## src/rtl/fir_seq_ctrl.sv

```systemverilog
`default_nettype none
// ============================================================================
// Module   : fir_seq_ctrl
// Purpose  : Job sequencer for one FIR tile chain. Issues the tile
//            configuration pulse, loads taps with a descending index, streams
//            input samples through a stall-aware output register and appends
//            zero samples to flush the tap delay line.
// Revision : 1.0 - initial release
// ============================================================================
module fir_seq_ctrl #(
    parameter int NUM_TAPS_MAX = 16,
    parameter int DATA_W       = 16,
    parameter int CNT_W        = 16,
    parameter int CFG_GAP      = 4,
    parameter int TAP_W        = $clog2(NUM_TAPS_MAX) + 1
) (
    input  logic                  clk,
    input  logic                  rst,
    // job descriptor
    input  logic                  cfg_valid,
    output logic                  cfg_ready,
    input  logic [TAP_W-1:0]      cfg_num,
    input  logic [1:0]            cfg_mode,
    input  logic [CNT_W-1:0]      cfg_len,
    // tile configuration
    output logic                  cont_valid,
    output logic [TAP_W-1:0]      cont_num,
    output logic [1:0]            cont_mode,
    // tap source and tap-load bus
    input  logic                  tap_s_valid,
    output logic                  tap_s_ready,
    input  logic [2*DATA_W-1:0]   tap_s_data,
    output logic                  tap_valid,
    output logic [2*DATA_W-1:0]   tap_data,
    output logic [TAP_W-1:0]      tap_count,
    // sample source and first-tile sample path
    input  logic                  s_valid,
    output logic                  s_ready,
    input  logic [2*DATA_W-1:0]   s_data,
    input  logic                  tile_ready,
    output logic                  smp_valid,
    output logic [2*DATA_W-1:0]   smp_data,
    // status
    output logic                  busy,
    output logic                  done
);

    localparam int GAP_W = (CFG_GAP > 1) ? $clog2(CFG_GAP) : 1;

    localparam logic [TAP_W-1:0] c_tap_one  = TAP_W'(1);
    localparam logic [CNT_W-1:0] c_cnt_one  = CNT_W'(1);
    localparam logic [GAP_W-1:0] c_gap_one  = GAP_W'(1);
    localparam logic [GAP_W-1:0] c_gap_last = GAP_W'((CFG_GAP > 0) ? CFG_GAP - 1 : 0);

    typedef enum logic [2:0] {
        S_IDLE   = 3'd0,
        S_CONFIG = 3'd1,
        S_GAP    = 3'd2,
        S_LOAD   = 3'd3,
        S_STREAM = 3'd4,
        S_FLUSH  = 3'd5,
        S_DONE   = 3'd6
    } state_t;

    state_t               r_state;
    logic [TAP_W-1:0]     r_num;
    logic [1:0]           r_mode;
    logic [TAP_W-1:0]     r_tap_rem;   // taps left to load, then flush zeros left
    logic [CNT_W-1:0]     r_len_rem;   // input samples left to accept
    logic [GAP_W-1:0]     r_gap;
    logic                 r_cont_valid;
    logic                 r_tap_valid;
    logic [2*DATA_W-1:0]  r_tap_data;
    logic [TAP_W-1:0]     r_tap_count;
    logic                 r_smp_valid;
    logic [2*DATA_W-1:0]  r_smp_data;
    logic                 r_done;

    logic [TAP_W-1:0]     w_num;
    logic [CNT_W-1:0]     w_len;

    // A zero tap count or zero length is run as a single tap / single sample
    assign w_num = (cfg_num == '0) ? c_tap_one : cfg_num;
    assign w_len = (cfg_len == '0) ? c_cnt_one : cfg_len;

    // Handshake readies and status decode straight from the state register
    assign cfg_ready   = (r_state == S_IDLE);
    assign tap_s_ready = (r_state == S_LOAD);
    assign s_ready     = (r_state == S_STREAM) && tile_ready;
    assign busy        = (r_state != S_IDLE);

    assign cont_valid  = r_cont_valid;
    assign cont_num    = r_num;
    assign cont_mode   = r_mode;
    assign tap_valid   = r_tap_valid;
    assign tap_data    = r_tap_data;
    assign tap_count   = r_tap_count;
    assign smp_valid   = r_smp_valid;
    assign smp_data    = r_smp_data;
    assign done        = r_done;

    // Job sequencer with all tile-facing outputs registered
    always_ff @(posedge clk or posedge rst) begin
        if (rst) begin
            r_state      <= S_IDLE;
            r_num        <= '0;
            r_mode       <= '0;
            r_tap_rem    <= '0;
            r_len_rem    <= '0;
            r_gap        <= '0;
            r_cont_valid <= 1'b0;
            r_tap_valid  <= 1'b0;
            r_tap_data   <= '0;
            r_tap_count  <= '0;
            r_smp_valid  <= 1'b0;
            r_smp_data   <= '0;
            r_done       <= 1'b0;
        end else begin
            r_cont_valid <= 1'b0;
            r_tap_valid  <= 1'b0;
            r_done       <= 1'b0;

            // Outside STREAM/FLUSH the sample register only drains; it never
            // changes while the tile is stalling.
            if (tile_ready) begin
                r_smp_valid <= 1'b0;
                r_smp_data  <= '0;
            end

            case (r_state)
                S_IDLE: begin
                    if (cfg_valid) begin
                        r_num        <= w_num;
                        r_mode       <= cfg_mode;
                        r_tap_rem    <= w_num;
                        r_len_rem    <= w_len;
                        r_cont_valid <= 1'b1;
                        r_state      <= S_CONFIG;
                    end
                end

                S_CONFIG: begin
                    r_gap   <= '0;
                    r_state <= (CFG_GAP == 0) ? S_LOAD : S_GAP;
                end

                S_GAP: begin
                    if (r_gap == c_gap_last) begin
                        r_state <= S_LOAD;
                    end else begin
                        r_gap <= r_gap + c_gap_one;
                    end
                end

                S_LOAD: begin
                    // Source bubbles leave the count untouched
                    if (tap_s_valid) begin
                        r_tap_valid <= 1'b1;
                        r_tap_data  <= tap_s_data;
                        r_tap_count <= r_tap_rem - c_tap_one;
                        r_tap_rem   <= r_tap_rem - c_tap_one;
                        if (r_tap_rem == c_tap_one) begin
                            r_state <= S_STREAM;
                        end
                    end
                end

                S_STREAM: begin
                    if (tile_ready) begin
                        r_smp_valid <= s_valid;
                        r_smp_data  <= s_data;
                        if (s_valid) begin
                            r_len_rem <= r_len_rem - c_cnt_one;
                            if (r_len_rem == c_cnt_one) begin
                                // Delay line needs num-1 zeros behind the last sample
                                r_tap_rem <= r_num - c_tap_one;
                                if (r_num == c_tap_one) begin
                                    r_done  <= 1'b1;
                                    r_state <= S_DONE;
                                end else begin
                                    r_state <= S_FLUSH;
                                end
                            end
                        end
                    end
                end

                S_FLUSH: begin
                    if (tile_ready) begin
                        r_smp_valid <= 1'b1;
                        r_smp_data  <= '0;
                        r_tap_rem   <= r_tap_rem - c_tap_one;
                        if (r_tap_rem == c_tap_one) begin
                            r_done  <= 1'b1;
                            r_state <= S_DONE;
                        end
                    end
                end

                S_DONE: begin
                    r_state <= S_IDLE;
                end

                default: begin
                    r_state <= S_IDLE;
                end
            endcase
        end
    end

endmodule
`default_nettype wire

```

## config.mk

```make
export PLATFORM = sky130hd
export DESIGN_NAME = fir_seq_ctrl
export DESIGN_NICKNAME = d
export VERILOG_FILES = /design/src/rtl/fir_seq_ctrl.sv
export SDC_FILE = /design/constraint.sdc
export NUM_CORES = 1
export LEC_CHECK = 0
export BUFFER_PORTS_ARGS = -buffer_cell sky130_fd_sc_hd__buf_2
export CORE_MARGIN = 1
export CORE_UTILIZATION = 40
export CTS_BUF_LIST = sky130_fd_sc_hd__clkbuf_2 sky130_fd_sc_hd__clkbuf_4 sky130_fd_sc_hd__clkbuf_8
export CTS_CLUSTER_SIZE = 40
export DETAILED_ROUTE_END_ITERATION = 7
export PLACE_DENSITY = 0.73
export SETUP_SLACK_MARGIN = 0.05
export SYNTH_ARGS = -nofsm -noshare
export SYNTH_HDL_FRONTEND = slang
export SYNTH_SLANG_ARGS = --single-unit
export TNS_END_PERCENT = 1
```

## constraint.sdc

```tcl
create_clock -name clk -period 3.75 [get_ports clk]
set_input_delay 1.125 -clock clk [delete_from_list [all_inputs] [get_ports clk]]
set_output_delay 1.125 -clock clk [all_outputs]
set_load 0.02 [all_outputs]
```

# Word-level counts from Yosys, hierarchy flattened
# Index checks and enable logic that the tools add are counted.
# Widths: inputs -> output; s select.
[word_totals]
register_bits = 106
out_inout_bits = 84
elab_cells = 95
[classes]
addsub = 4
n_eq_ne = 19
muxes = 45
n_reduce_logical = 14
[op_table]
columns = ["operator", "n"]
rows = [
  ["$mux 32", 3],
  ["$mux 16", 4],
  ["$pmux 32 s2", 1],
  ["$mux 5", 7],
  ["$pmux 16 s2", 1],
  ["$mux 3", 9],
  ["$pmux 5 s4", 1],
  ["$pmux 3 s6", 1],
  ["$eq 16x1->1 const B", 1],
  ["$logic_not 16->1", 1],
  ["$ne 2x2->1 const B", 8],
  ["$sub 16x1->16 const B", 1],
  ["$mux 1", 13],
  ["$eq 5x1->1 const B", 2],
  ["$sub 5x1->5 const B", 2],
  ["$reduce_and 9->1", 1],
  ["$reduce_and 7->1", 1],
  ["$eq 3x2->1 const B", 2],
  ["$eq 3x3->1 const B", 2],
  ["$reduce_and 2->1", 3],
  ["$logic_not 5->1", 1],
  ["$mux 2", 2],
  ["$ne 2x1->1 const B", 2],
  ["$pmux 1 s2", 2],
  ["other kinds (10)", 11],
]

# Depth between registers and ports, before layout
[depth]
ltp_word = 6
depth_mapped = 7
mapped_depth_nobuf = 7

# Worst setup path after synthesis
# OpenSTA, ideal clock, no wires.
[synth_timing]
path_kind = "input-to-output"
from = "in tile_ready"
to = "out s_ready"
arrival_time_ns = 1.809
required_time_ns = 2.625
setup_slack_ns = 0.816
cell_stages = 3
path_cell_list = "clkbuf_1 > clkbuf_1 > and2_1"
[synth_between]
elab_chain_cells = 1
[synth_lines]
columns = ["element", "line", "rtl"]
rows = [
  ["from (decl)", "40", "input logic tile_ready,"],
  ["$logic_and 1x1->1", "89", "assign s_ready = (r_state == S_STREAM) && tile_ready;"],
  ["to (decl)", "38", "output logic s_ready,"],
]
# Every way passes these cells.

# Worst setup path in the final report
[layout_timing]
from = "reg r_state[0]"
to = "out cfg_ready"
[layout_between]
elab_chain_cells = 1
[layout_lines]
columns = ["element", "line", "rtl"]
rows = [
  ["from (decl)", "65", "state_t r_state;"],
  ["from (signal assigned)", "144", "r_state <= (CFG_GAP == 0) ? S_LOAD : S_GAP;"],
  ["$logic_not 3->1", "87", "assign cfg_ready = (r_state == S_IDLE);"],
  ["to (decl)", "21", "output logic cfg_ready,"],
]
# Every way passes these cells.

==> results_dict.tcl <==
set metrics [dict create \
    outcome "finished clean" \
    synthTopCellsByCount "dfrtp_1, o21ai_0, inv_1" \
    min_period_ns 2.87 \
    hold_violations 0 \
    worst_slack_ns 0.875 \
    clk_pin_slew_worst_paths_ns 0.10 \
    arrival_ns 1.75 \
    hold_path_class "reg2reg" \
    instances_no_fill 831 \
    cts_htree_levels 3 \
    hold_ws_ns 0.488 \
    ioPinCount 177 \
    cts_sinks 106 \
    via_per_inst 5.11 \
    rsz0062_at_grt "false" \
    grt_start_max_net_pins 65 \
    routabilityCongestion 0.865 \
    synth_cell_types 51 \
    routed_wirelength_um 11800 \
    core_area_um2 12100 \
    cp-startpoint "r_state[0]" \
    ys.flop_type "dfrtp_1" \
    cts.repair.resized 0 \
    cts_buffers 9 \
    ant_nets 0 \
    first_global_vias 4143 \
    pre_cts_ws_ns 1.01 \
    final_area_um2 6300 \
    ys_seq_area_frac 0.528 \
    diodes 0 \
    dieArea_um2 13000 \
    drtIter0Drc 217 \
    synth_edf_count 0 \
    slew_viol_final 0 \
    endpoint_kind "output pin" \
    syn_avg_cell_area_um2 10.2 \
    setup_viol 0 \
    grt_usage 0.190 \
    synthesis.nets 591 \
    max_cap_violations 0 \
    dp_hpwl_um 8710 \
    first_pass_iters 4 \
    insertion_delay_ns 0.38 \
    path_class "reg2out" \
    worstHoldStart "tap_count[4]" \
    synth-seq-cells 106 \
    drc 0 \
    synthToLayoutAreaGrowth_pct 25.4 \
    dpl.cell_count 815 \
    yosysMostFrequentCell "dfrtp_1" \
    post_dp_cell_area_um2 6080 \
    fin_crit_sh 0.767 \
    cts_max_path_buffers 2 \
    required_ns 2.62 \
    synthesis.area_um2 5020 \
    finalClockSkew_ns 0.00814 \
    power_density_nw_per_um2 700 \
    core.rowCount 40 \
    postCtsSetupRepairBufs 0 \
    wire_per_inst_um 14.3 \
    die_width_um 114 \
    grt_pass1_wl_um 19500 \
    peakVddDrop_v 0.000324 \
    fmax_mhz 348 \
    synthTopCellsByArea "dfrtp_1, mux2_2, o21ai_0" \
    nets 758 \
    power_mw 4.41 \
    cts_root_buf "clkbuf_8" \
    setup_tns_ns 0 \
    grt_overflow 0 \
    synthCells 491 \
    async_flop_share 1.00 \
    synth_warnings 0 \
    relSlewSlack 0.343 \
    synth_top_area_share 0.528 \
    num_vias 4249 \
    antenna_found_initial 0 \
    r2r-start "r_state[0]" \
    tightest_slew_ns 0.984 \
    cts_hold_buf 0 \
    drive_gt1_frac 0.374 \
    cts_tree "built" \
    cp-start-kind "flip-flop" \
    start_util 0.415 \
    die_height_um 114 \
    path_max_fanout 23 \
    io_buffers 176 \
    final_core_util 0.520 \
    p_leak_nw 3.03 \
    yosys.area.top_type "dfrtp_1" \
]
-- sequential cells by signal, indices dropped and copies added, names as in the netlist, 3 cells and up --
register	cells
r_state	3
cont_num	5
r_tap_rem	5
tap_data	32
r_len_rem	16
smp_data	32
tap_count	5
-- logic make-up after synthesis --
group / count (synthesis) / synth area share
adders and majority gates: 7 / 0.0174
buffers and inverters: 73 / 0.0570
xor gates and xnor gates: 8 / 0.0139
and+or+nand+nor: 136 / 0.146
muxes: 40 / 0.0904
DFF: 106 / 0.528
AOI/OAI and AO/OA: 121 / 0.147
-- placed cells by master (no fill, tap or decap), types with 5 or more instances in the layout --
| master | n |
|---|---|
| a21oi_1 | 18 |
| a22oi_1 | 5 |
| buf_2 | 176 |
| buf_4 | 6 |
| clkbuf_8 | 10 |
| dfrtp_1 | 106 |
| ha_1 | 7 |
| inv_1 | 45 |
| mux2_2 | 39 |
| nand2_1 | 22 |
| nand3_1 | 41 |
| nor2_1 | 26 |
| nor2b_1 | 9 |
| nor3_1 | 8 |
| nor4_1 | 7 |
| o21ai_0 | 60 |
| o31ai_1 | 6 |
| xnor2_1 | 5 |
-- layout make-up --
type                       count  area [um^2]
sequential                   106         2650
tap                          168          210
multi-input combinational    312         2090
clock inverter                 6         88.8
inverter                      46          176
timing repair buffer         183          946
clock buffer                  10          138
fill                        1120         5810
-- worst paths after layout --
| path | cells after the start | end | slack, ns |
|---|---|---|---|
| worst max-delay path | 4 | cfg_ready | 0.88 |
| worst min-delay path | 2 | tap_count[4] | 0.49 |
| worst max register to register | 4 | cont_num[4] | 1.35 |
| worst min register to register | 2 | tap_count[4] | 0.49 |
| max in group asynchronous | 3 | r_tap_rem[4] | 2.05 |
| min in group asynchronous | 2 | cont_num[3] | 0.96 |
-- where the power goes --
part	total, mW	internal (mW)	switching, mW
registers	1.86	1.51	0.353
logic	1.76	0.785	0.973
clock network	0.791	0.397	0.394
total	4.41	2.69	1.72
-- layer usage --
metal,up-vias,global-route usage,share of wire
met5,-,0,0
met4,0,0.0797,0.019
met3,21,0.0392,0.054
met2,120,0.323,0.49
met1,2048,0.235,0.44
li1,2060,-,-
-- critical path, stage by stage, from the launching register on --
cell	delay (ns)
dfrtp_1	0.79
nor2_1	0.22
nand2_1	0.16
inv_1	0.05
buf_2	0.15
No activity file was read; power rests on OpenSTA's default activity.
